### src/rtl/feeder_pkg.sv
// ---------------------------------------------------------------------------
// feeder_pkg
//   Shared types and constants for the pixel line feeder.
//   - FDR_PIX_W / FDR_PIX_N / FDR_BLK_H : default geometry
//   - LW                                : line width in bits (PIX_W*PIX_N)
//   - feeder_state_e                    : IDLE / PRIME / RUN / DRAIN
//   - rep_sel_e                         : line-window load mode
//   - row_cnt_w()                       : row counter width for a block height
// ---------------------------------------------------------------------------
package feeder_pkg;

    localparam int FDR_PIX_W = 8;
    localparam int FDR_PIX_N = 8;
    localparam int FDR_BLK_H = 8;
    localparam int LW        = FDR_PIX_W * FDR_PIX_N;

    typedef enum logic [1:0] {
        IDLE  = 2'd0,
        PRIME = 2'd1,
        RUN   = 2'd2,
        DRAIN = 2'd3
    } feeder_state_e;

    // REP_NONE: plain shift (upper<-middle, middle<-lower, lower<-line_in)
    // REP_TOP : top-edge prime, middle and lower both take line_in
    // REP_BOT : bottom-edge shift, lower keeps its value so it equals the new middle
    typedef enum logic [1:0] {
        REP_NONE = 2'd0,
        REP_TOP  = 2'd1,
        REP_BOT  = 2'd2
    } rep_sel_e;

    function automatic int row_cnt_w(input int blk_h);
        return (blk_h > 1) ? $clog2(blk_h) : 1;
    endfunction

    localparam int FDR_ROW_W = row_cnt_w(FDR_BLK_H);

endpackage

### src/rtl/line_window.sv
// ---------------------------------------------------------------------------
// line_window
//   Three-line vertical window (upper/middle/lower) built as a shift register
//   of current-picture lines.
//   Ports:
//     clk, rst        clock, synchronous active-high reset (clears all lines)
//     load_en         advance the window this cycle
//     rep_sel         load mode (plain shift, top replicate, bottom replicate)
//     line_in         incoming line
//     upper/middle/lower  registered window lines
// ---------------------------------------------------------------------------
module line_window
    import feeder_pkg::*;
#(
    parameter int WIDTH = LW
) (
    input  logic             clk,
    input  logic             rst,
    input  logic             load_en,
    input  rep_sel_e         rep_sel,
    input  logic [WIDTH-1:0] line_in,
    output logic [WIDTH-1:0] upper,
    output logic [WIDTH-1:0] middle,
    output logic [WIDTH-1:0] lower
);

    logic [WIDTH-1:0] upper_q,  upper_d;
    logic [WIDTH-1:0] middle_q, middle_d;
    logic [WIDTH-1:0] lower_q,  lower_d;

    always_comb begin
        upper_d  = upper_q;
        middle_d = middle_q;
        lower_d  = lower_q;
        if (load_en) begin
            case (rep_sel)
                REP_NONE: begin
                    upper_d  = middle_q;
                    middle_d = lower_q;
                    lower_d  = line_in;
                end
                // Upper is left alone: the first row shift copies middle
                // (the replicated line) into it.
                REP_TOP: begin
                    middle_d = line_in;
                    lower_d  = line_in;
                end
                // No new line: lower holds, so after the shift it duplicates middle.
                REP_BOT: begin
                    upper_d  = middle_q;
                    middle_d = lower_q;
                end
                default: ;
            endcase
        end
    end

    always_ff @(posedge clk) begin
        if (rst) begin
            upper_q  <= '0;
            middle_q <= '0;
            lower_q  <= '0;
        end else begin
            upper_q  <= upper_d;
            middle_q <= middle_d;
            lower_q  <= lower_d;
        end
    end

    assign upper  = upper_q;
    assign middle = middle_q;
    assign lower  = lower_q;

endmodule

### src/rtl/pix_line_feeder.sv
// ---------------------------------------------------------------------------
// pix_line_feeder
//   Feeds aligned current-picture line windows plus the matching original
//   line into the abs-diff/SAD datapath, one row per cycle for a BLK_H-row
//   block.
//   Ports:
//     clk, rst                   clock, synchronous active-high reset
//     start                      one-cycle block start (IDLE only)
//     pad_top, pad_bot           edge-replicate flags, sampled with start
//                                (present only when FEEDER_EDGE_PAD_EN is defined)
//     cur_valid/cur_ready/cur_line  current-line stream
//     org_valid/org_ready/org_line  original-line stream
//     out_valid/out_ready        output handshake
//     cur_upper_pix/cur_middle_pix/cur_lower_pix/org_pix  window + org line
//     out_last                   marks the final row of the block
//     busy                       high whenever the FSM is not IDLE
//   Build option: FEEDER_EDGE_PAD_EN enables top/bottom edge replication.
// ---------------------------------------------------------------------------
module pix_line_feeder
    import feeder_pkg::*;
#(
    parameter int PIX_W = FDR_PIX_W,
    parameter int PIX_N = FDR_PIX_N,
    parameter int BLK_H = FDR_BLK_H
) (
    input  logic                   clk,
    input  logic                   rst,
    input  logic                   start,
`ifdef FEEDER_EDGE_PAD_EN
    input  logic                   pad_top,
    input  logic                   pad_bot,
`endif
    input  logic                   cur_valid,
    output logic                   cur_ready,
    input  logic [PIX_W*PIX_N-1:0] cur_line,
    input  logic                   org_valid,
    output logic                   org_ready,
    input  logic [PIX_W*PIX_N-1:0] org_line,
    output logic                   out_valid,
    input  logic                   out_ready,
    output logic [PIX_W*PIX_N-1:0] cur_upper_pix,
    output logic [PIX_W*PIX_N-1:0] cur_middle_pix,
    output logic [PIX_W*PIX_N-1:0] cur_lower_pix,
    output logic [PIX_W*PIX_N-1:0] org_pix,
    output logic                   out_last,
    output logic                   busy
);

    localparam int LINE_W = PIX_W * PIX_N;
    localparam int RW     = row_cnt_w(BLK_H);

    feeder_state_e     state_q,     state_d;
    logic [RW-1:0]     row_cnt_q,   row_cnt_d;
    logic              prime_cnt_q, prime_cnt_d;
    logic              out_valid_q, out_valid_d;
    logic              out_last_q,  out_last_d;
    logic              busy_q,      busy_d;
    logic [LINE_W-1:0] org_q,       org_d;
    logic              pad_top_q,   pad_top_d;
    logic              pad_bot_q,   pad_bot_d;

    logic     slot_free;
    logic     last_row;
    logic     need_cur;
    logic     xfer;
    logic     cur_rdy;
    logic     org_rdy;
    logic     win_load;
    rep_sel_e win_rep;

    assign slot_free = !out_valid_q || out_ready;
    assign last_row  = (row_cnt_q == RW'(BLK_H - 1));
    // With bottom padding the final row is built from lines already held.
    assign need_cur  = !(pad_bot_q && last_row);

    always_comb begin
        state_d     = state_q;
        row_cnt_d   = row_cnt_q;
        prime_cnt_d = prime_cnt_q;
        out_valid_d = out_valid_q;
        out_last_d  = out_last_q;
        org_d       = org_q;
        cur_rdy     = 1'b0;
        org_rdy     = 1'b0;
        xfer        = 1'b0;
        win_load    = 1'b0;
        win_rep     = REP_NONE;
`ifdef FEEDER_EDGE_PAD_EN
        pad_top_d   = (state_q == IDLE && start) ? pad_top : pad_top_q;
        pad_bot_d   = (state_q == IDLE && start) ? pad_bot : pad_bot_q;
`else
        pad_top_d   = 1'b0;
        pad_bot_d   = 1'b0;
`endif

        case (state_q)
            IDLE: begin
                if (start) begin
                    state_d     = PRIME;
                    row_cnt_d   = '0;
                    prime_cnt_d = 1'b0;
                end
            end

            // Load lines -1 and 0 so the first RUN beat completes the window.
            PRIME: begin
                cur_rdy = 1'b1;
                if (cur_valid) begin
                    win_load = 1'b1;
                    if (pad_top_q) begin
                        win_rep = REP_TOP;
                        state_d = RUN;
                    end else begin
                        prime_cnt_d = 1'b1;
                        if (prime_cnt_q) state_d = RUN;
                    end
                end
            end

            // Both streams move together so window and org line stay aligned.
            RUN: begin
                xfer    = slot_free && org_valid && (cur_valid || !need_cur);
                cur_rdy = xfer && need_cur;
                org_rdy = xfer;
                if (xfer) begin
                    win_load    = 1'b1;
                    win_rep     = need_cur ? REP_NONE : REP_BOT;
                    org_d       = org_line;
                    out_valid_d = 1'b1;
                    out_last_d  = last_row;
                    row_cnt_d   = row_cnt_q + RW'(1);
                    if (last_row) state_d = DRAIN;
                end else if (out_ready) begin
                    out_valid_d = 1'b0;
                    out_last_d  = 1'b0;
                end
            end

            DRAIN: begin
                if (out_valid_q && out_ready) begin
                    out_valid_d = 1'b0;
                    out_last_d  = 1'b0;
                    state_d     = IDLE;
                end
            end

            default: state_d = IDLE;
        endcase

        busy_d = (state_d != IDLE);
    end

    always_ff @(posedge clk) begin
        if (rst) begin
            state_q     <= IDLE;
            row_cnt_q   <= '0;
            prime_cnt_q <= 1'b0;
            out_valid_q <= 1'b0;
            out_last_q  <= 1'b0;
            busy_q      <= 1'b0;
            org_q       <= '0;
            pad_top_q   <= 1'b0;
            pad_bot_q   <= 1'b0;
        end else begin
            state_q     <= state_d;
            row_cnt_q   <= row_cnt_d;
            prime_cnt_q <= prime_cnt_d;
            out_valid_q <= out_valid_d;
            out_last_q  <= out_last_d;
            busy_q      <= busy_d;
            org_q       <= org_d;
            pad_top_q   <= pad_top_d;
            pad_bot_q   <= pad_bot_d;
        end
    end

    line_window #(
        .WIDTH (LINE_W)
    ) u_window (
        .clk     (clk),
        .rst     (rst),
        .load_en (win_load),
        .rep_sel (win_rep),
        .line_in (cur_line),
        .upper   (cur_upper_pix),
        .middle  (cur_middle_pix),
        .lower   (cur_lower_pix)
    );

    assign cur_ready = cur_rdy;
    assign org_ready = org_rdy;
    assign out_valid = out_valid_q;
    assign out_last  = out_last_q;
    assign busy      = busy_q;
    assign org_pix   = org_q;

endmodule

### config.mk
export PLATFORM = sky130hd
export DESIGN_NAME = pix_line_feeder
export DESIGN_NICKNAME = d
export VERILOG_FILES = /design/src/rtl/feeder_pkg.sv /design/src/rtl/line_window.sv /design/src/rtl/pix_line_feeder.sv
export SDC_FILE = /design/constraint.sdc
export NUM_CORES = 1
export LEC_CHECK = 0
export ABC_CLOCK_PERIOD_IN_PS = 4200
export CORE_MARGIN = 2
export CORE_UTILIZATION = 48
export DETAILED_ROUTE_END_ITERATION = 10
export PLACE_DENSITY = 0.95
export SYNTH_ARGS = -nofsm -noshare
export SYNTH_HDL_FRONTEND = slang
export SYNTH_SLANG_ARGS = --single-unit
### constraint.sdc
create_clock -name clk -period 4.2 [get_ports clk]
set_clock_uncertainty 0.1 [all_clocks]
set_input_delay 0.84 -clock clk [delete_from_list [all_inputs] [get_ports clk]]
set_output_delay 0.84 -clock clk [all_outputs]
set_load 0.05 [all_outputs]
Word level (Yosys, flattened, before mapping). Index checks and enable logic that the tools add are counted.

Output and inout bits: 261. Memories: 0. Latch bits: 0. ROM bits: 0. Input port bits: 134. Logic and storage cells: 58. Flip-flop bits (word level): 265. Bits in writable memories: 0.

Multipliers: 0. $lt $le $gt $ge: 0. Bitwise operators: 0. Shifts and indexed selects: 0. Mux-type cells: 24. Equal/unequal tests: 9. Reduce and logical (&&, ||, !) cells: 14. Div/mod/pow operators: 0. $add $sub $neg: 1.

Operators by type and width (count): two-way mux 2 bit (6); case mux 1 bit (2 select lines) (5); two-way mux 1 bit (9); AND reduction 3 bit (3); != test 2 bit (second input constant) (4); case mux 2 bit (4 select lines) (1); nonzero test 2 bit (4); two-way mux 3 bit (2); case mux 3 bit (2 select lines) (1); equality test 2 bit (second input constant) (2); adder 3 x 1 -> 3 bit (second input constant) (1); equality test 3 bit (second input constant) (1); logical AND 1 bit (3); != test 3 bit (second input constant) (1); equality test 2 x 1 -> 1 bit (second input constant) (1); zero test 2 bit (1); AND reduction 2 bit (1); zero test 1 bit (1); logical OR 1 bit (1).

Logic depth before layout (Yosys ltp).
Depth after elaboration: 7. Mapped depth: 9. Depth with buffers taken out: 6.

Cells and area by module. Synthesis repeated with hierarchy kept, for this count alone.

Cells, all modules: 1116. Area total of the unflattened synthesis: 9882.0 um2.

By module, submodules not included: line_window (instances 1, sequential area each 3843.7 um2, area each 7119.3 um2, cells an instance 773); pix_line_feeder (instances 1, sequential area each 1461.4 um2, area each 2762.6 um2, cells an instance 343).

Least setup slack after synthesis. Ideal clock, no wire load.

Kind: input to output. From: input port cur_valid. To: output port cur_ready. Path buffers: 2. Data required time: 3.260 ns. Stages: 5. Setup slack: 0.913 ns. Data arrival time: 2.347 ns. Cell sequence: buf_2 nand4_1 inv_1 clkbuf_1 o21a_1.

Longest elaborated chain between the ends: 2.

Ends and longest elaborated chain: from (decl) (RTL line pix_line_feeder.sv:33) `input logic cur_valid,`; logical AND 1 bit (RTL line pix_line_feeder.sv:122) `xfer = slot_free && org_valid && (cur_valid || !need_cur);`; case mux 1 bit (2 select lines) (RTL line pix_line_feeder.sv:96) `case (state_q)`; to (decl) (RTL line pix_line_feeder.sv:34) `output logic cur_ready,`.

No other way between the ends.

Worst setup path after layout. Same ends and word-level chain as after synthesis.

==> results.md <==
- The detail-routed net length per standard cell is 17.5 um.
- The number of max-slew violations in the final report was 0.
- The sequential cells in the finished layout cover a total of 0.00531 mm2.
- From left edge to right edge, the die measures 152 um.
- The initial antenna violation count is 0.
- The detail-routed via count per cell is 5.08.
- The power density over the cells is 345 mW/mm2.
- In this run the worst hold path is classified as register to register.
- The clock-pin slew reported for the worst setup and hold paths after clock tree synthesis is 0.06 ns.
- The iteration-0 DRC count of the detailed router is 396.
- The achievable frequency is 0.308 GHz.
- Of all nets on the critical path, the largest fanout is 11.
- The share of synthesized area occupied by flip-flops and latches is 0.502.
- For the finished layout, the period the worst path requires is 3.25 ns.
- TritonCTS built the clock tree.
- The via count of the first global-routing pass is 8759.
- Ranked by total cell area, the synthesized netlist is headed by sky130_fd_sc_hd__dfxtp_1, sky130_fd_sc_hd__mux2i_1, sky130_fd_sc_hd__nand2b_1.
- The all-layer global routing usage is 0.244.
- The number of instances resized during post-cts repair is 0.
- The final cell count without fillers is 1695.
- The area of the multi-input gates is 0.00471 mm2.
- The number of standard cells after synthesis is 1034.
- The top cell type by total area after synthesis is sky130_fd_sc_hd__dfxtp_1.
- The clock insertion delay at the later pin of the skew report is 0.52 ns.
- The congestion estimate from routability-driven global placement came to 0.824.
- Synthesis produced a netlist with a net count of 1174.
- The first TritonRoute pass finished after 5 iterations.
- The count of nets left with antenna violations once routing finished came out at 0.
- The number of top-level pins is 395.
- The ratio of cells with drive above 1 in the final layout is 0.0431.
- The layout has 1437 filler cells.
- The count of yosys warnings during synthesis is 0.
- The total negative setup slack is 0 ns.
- The routed design has 29.7 mm of wire.
- The standby leakage power is 5.60 nW.
- The area growth from synthesis to layout is 45.4%.
- The number of setup buffers added after CTS is 0.
- The number of rows in the core area is 54.
- The critical path is of the input pin to output pin type.
- In the layout the commonest cells are sky130_fd_sc_hd__clkdlybuf4s50_1, sky130_fd_sc_hd__dfxtp_1, sky130_fd_sc_hd__nand2b_1, sky130_fd_sc_hd__mux2i_1, sky130_fd_sc_hd__nand2_1.
- The quantity of I/O buffers inserted on ports is 394.
- For this run, design rule violations remaining after detail routing come to 0.
- The HPWL after detailed placement is 20.0 mm.
- The unique cell type count in the Yosys netlist is 35.
- Max-cap violations in this run came to 0.
- The run finished with clean final reports.
- At the worst endpoint, the arrival time is 2.31 ns.
- The part of the cycle the worst path needs is 0.773.
- The sort of element at the start of the critical path is an input pin.
- Setup repair after global routing left no endpoint under its margin.
- The cts-stage hold buffer count is 0.
- The share of synthesized area in the top cell type comes to 0.502.
- The net count of the finished layout is 1534.
- The worst setup path is captured at an output pin.
- The maximum vdd ir drop is 0.000272 V.
- The post-placement cell count is 1645.
- The die covers 0.0232 mm2.
- The overall overflow remaining after global route is 0.
- The number of clock buffers added by TritonCTS is 27.
- The final route contains 8607 vias.
- The post-synthesis average cell area is 10.2 um2.
- The final-report hold violation count was 0.
- CTS built an H-tree with a depth of 1.
- For the pin with the worst max-slew slack, the measured transition is 0.660 ns.
- The number of diodes is 0.
- The starting density of the core is 0.487.
- The headroom to the max-slew limit is 0.560.
- The smallest hold slack is 0.353 ns.
- The count of final setup violators is 0.
- The critical path required time is 3.26 ns.
- The first-pass GRT wire length is 46.8 mm.
- The vertical extent of the die is 152 um.
- Entering global routing, the biggest net connects 104 pins.
- Leaving out fill and tap cells, the most frequent cell in the layout is sky130_fd_sc_hd__clkdlybuf4s50_1.
- The cell area that synthesis handed to floorplanning was 0.0106 mm2.
- No sink is reached through more buffers than the 3 on the longest clock path.
- In this run the clock root is driven by a sky130_fd_sc_hd__clkbuf_16.
- Synthesis inferred 265 register bits.
- The number of clock sinks is 265.
- The area of the core is 0.0217 mm2.
[synth_stat cells, drive strengths merged]
master and instances:
inv 4, nor2 1, and3 1, nand2b 259, nand2 131, a2111oi 1
a21oi 71, o211a 1, a21boi 1, clkbuf 42, and4b 1, ha 6
nand3 1, o32ai 1, a31oi 3, a2111o 1, o21a 1, o211ai 1
or2 1, nand4 5, nor3 1, or4 1, dfxtp 265, or3b 1
mux2i 193, a31o 1, buf 31, o31a 1, nor3b 1, o21ai 6
[path summary, 6_finish.rpt]
path          startpoint                  end  slack (ns)  depth (start not counted)
min reg2reg  org_pix[55]          org_pix[55]        0.35                          2
max            cur_valid            cur_ready        0.95                          5
max reg2reg   state_q[0]  u_window.middle[59]        1.74                          6
min          org_pix[55]          org_pix[55]        0.35                          2
[critical path: stages]
cell and delay (ns):
sky130_fd_sc_hd__clkdlybuf4s50_1 0.69, sky130_fd_sc_hd__nand4_1 0.20, sky130_fd_sc_hd__inv_2 0.23, sky130_fd_sc_hd__o21a_1 0.19, sky130_fd_sc_hd__buf_12 0.14
[logic make-up (layout without fill, tap and decap cells)]
kind of cell	count (synthesis)	after routing	share of synthesized area
and+or+nand+nor	404	404	0.210
DFF	265	265	0.502
muxes	193	193	0.183
AOI/OAI and AO/OA	89	89	0.0464
buffers and inverters	77	458	0.0520
adders and majority gates	6	6	0.00710
[report_power, final]
part	total, mW	internal (mW)	switching [mW]
Clock	2.39	1.40	0.986
Sequential	2.53	2.53	0.00812
Combinational	0.373	0.209	0.163
[state kept, by name, indices dropped and copies added (netlist names)]
name             flops
prime_cnt_q          1
u_window.middle     64
u_window.lower      64
busy                 1
row_cnt_q            3
org_pix             64
state_q              2
u_window.upper      64
out_valid            1
out_last             1
[metal layers]
metal | global-route usage | wire length [um]
met5 | 0 | 0
met4 | 0.0939 | 1140
met3 | 0.0666 | 2240
met2 | 0.451 | 15200
met1 | 0.265 | 11100
[through the flow]
step	total power, mW	util	instance area (um2)	worst slack [ns]
3_3_place_gp	2.96	0.668	14500	1.04
6_report	5.29	0.708	15400	0.955
5_1_grt	5.45	0.708	15400	0.859
3_5_place_dp	2.96	0.668	14500	0.953
2_1_floorplan	2.79	-	10600	0.913
4_1_cts	5.34	0.708	15400	0.959
[layout make-up]
type	instances	area share
multi-input combinational	692	0.307
sequential	265	0.345
timing repair buffer	404	0.267
tap	280	0.0228
inverter	4	0.000977
clock inverter	9	0.00660
clock buffer	41	0.0506
Note: power is estimated with default switching activity, not from simulation.
==> variant: new RTL, same settings <==
Change the package constant `FDR_BLK_H` from 8 to 7.
--- a/src/rtl/feeder_pkg.sv
+++ b/src/rtl/feeder_pkg.sv
@@ -11,7 +11,7 @@
 
     localparam int FDR_PIX_W = 8;
     localparam int FDR_PIX_N = 8;
-    localparam int FDR_BLK_H = 8;
+    localparam int FDR_BLK_H = 7;
     localparam int LW        = FDR_PIX_W * FDR_PIX_N;
 
     typedef enum logic [1:0] {
Function: no difference found for any inputs over 4 cycles, from zero or initial values and one cycle with rst high; that may be too few to reach the edited logic, so the function may still have changed.
==> variant against the unedited design <==
Die area fell by 5.6%; worst setup slack improved by 0.036 ns; area after synthesis fell by 5.8%; register-to-register slack got worse by 0.11 ns; core utilization rose by 1.6 points; sequential cell count did not move; wire length rose by 6.1%; power fell by 0.34%; final area fell by 4.2%.
==> variant: results (changes against the unedited design) <==
[worst_setup_path]
endpoint = cur_ready  ; unchanged
cpLargestDelayFamily = buffers and inverters  ; unchanged
slowest_delay_ns = 0.58  ; was 0.69 ns
arrival_ns = 2.27  ; was 2.31 ns
r2r_slack_ns = 1.63  ; was 1.74 ns
cp_max_fo = 7  ; was 11
r2r-end = u_window.upper[33]  ; was u_window.middle[59]
r2r_cells = 6  ; unchanged
cp-startpoint = cur_valid  ; unchanged
slowest_stage = clkdlybuf4s50_1  ; unchanged
reg2reg_from = state_q[0]  ; unchanged

[clock_tree]
cts_buffers = 27  ; unchanged
insertion_delay_ns = 0.54  ; was 0.52 ns
clkTransAtPathRegs_ns = 0.06  ; about the same
cts_resized = 0  ; unchanged
clk_path_buf_depth = 3  ; unchanged
post_cts_buffers = 0  ; unchanged
cts_max_level = 1  ; unchanged
cts-root-buf = clkbuf_16  ; unchanged

[final_layout]
drive_gt1_share_pct = 5.06  ; was 4.31%
final_cells = 1693  ; was 1,695
final_nets = 1546  ; was 1,534
n_antenna_cell = 0  ; unchanged

[outcome]
status = finished, final reports clean  ; unchanged

[place]
globalplace.congestion = 0.798  ; was 0.824
hpwl_um = 21500  ; was 20,000 um
portBuffers = 394  ; unchanged
placed_cells = 1647  ; was 1,645

[synth]
ys_warn_count = 0  ; unchanged
yosysUniqueCellTypes = 39  ; was 35
yosysSeqAreaShare_pct = 53.3  ; was 50.2%
synth_commonest_cells = 328 x nand2_1, 265 x dfxtp_1, 130 x mux2i_1, 72 x a21oi_1, 67 x nor3_1  ; was 265 x dfxtp_1, 258 x nand2b_1, 193 x mux2i_1, 131 x nand2_1, 71 x a21oi_1
synth_area_per_cell_sq_um = 9.44  ; was 10.2 sq um
synth_top_flop_cell = dfxtp_1  ; unchanged
ys_async_sr_fraction_pct = 0  ; unchanged
yosys-top-cells-area = dfxtp_1 53%, mux2i_1 13%, nand2_1 12%  ; was dfxtp_1 50%, mux2i_1 18%, nand2b_1 15%
synth_nets = 1195  ; was 1,174

[route]
top_layer_used = met4  ; unchanged
wl_um = 31600  ; was 29,700 um
drt_iter0_drc = 430  ; was 396
wl_met3_um = 2810  ; was 2240 um
drtPass1Iterations = 5  ; unchanged
dr_wl_met2_um = 15800  ; was 15,200 um
vias_per_cell = 5.42  ; was 5.08
wl_met1_um = 11200  ; was 11,100 um

[min_path]
hold_path_startpoint = org_pix[5]  ; was org_pix[55]
hold_path_depth = 2  ; unchanged
hold_path_class = flop to flop  ; unchanged
worstHoldEndpoint = org_pix[5]  ; was org_pix[55]

[global_route]
grt_util_all_layers_pct = 27.4  ; was 24.4%
grt_max_degree = 88  ; was 104
grt_pass1_vias = 9286  ; was 8,759
grt_pass1_wl_um = 48500  ; was 46,800 um
antenna_found_initial = 0  ; unchanged

[power]
peakVddDrop_mv = 0.370  ; was 0.272 mV
p_switching_mw = 1.23  ; was 1.16 mW
leakagePower_nw = 5.02  ; was 5.60 nW

[timing]
tightest_slew_ns = 0.762  ; was 0.660 ns

==> variant: cell families (layout without fill, tap and decap cells) <==
group           Yosys count  after routing  synth area share [%]
buf+inv                  92            460                  5.65
compound gates          150            150                  10.4
simple gates            412            412                  16.8
mux                     130            130                  13.1
flops                   265            265                  53.3
fa+ha+maj                 6              6                 0.754
==> variant: worst register-to-register path: stages, from the launching register on <==
cell and delay [ns]:
dfxtp_1 0.41, inv_1 0.11, ha_1 0.34, a31oi_4 0.23
or2_2 0.60, buf_4 0.47, a31o_1 0.24
==> variant: area by class of cell <==
cell class	instances	area, sq um
flip-flops and latches	265	5310
repair buffers	408	4110
inverters	6	27.5
clock buffers	34	712
well taps	270	338
clock inverters	12	121
fillers	1296	5580
multi-input cells	698	4100
==> variant: power by group through the flow <==
stage / clock network, mW / registers (mW) / logic (mW)
CTS: 2.33 / 2.54 / 0.438
floorplan: 0 / 2.66 / 0.183
global route: 2.43 / 2.54 / 0.464
finish: 2.29 / 2.54 / 0.438
global placement: 0 / 2.60 / 0.427
detailed placement: 0 / 2.60 / 0.434
==> variant: metrics by stage <==
step	util, %	power (mW)	worst slack (ns)	instance area [sq um]	hold slack (ns)
2_1_floorplan	-	2.84	1.24	9960	0.358
5_1_grt	72.5	5.44	0.904	14700	0.379
3_5_place_dp	68.4	3.03	1.01	13900	0.346
4_1_cts	72.5	5.31	0.994	14700	0.354
6_report	72.5	5.28	0.990	14700	0.352
3_3_place_gp	68.4	3.02	1.06	13900	0.341
==> variant: layer usage <==
metal / vias up / global-route usage [%]
li1: 4277 / -
met4: 0 / 14.1
met2: 466 / 49.7
met3: 118 / 7.07
met1: 4310 / 29.3
met5: - / 0
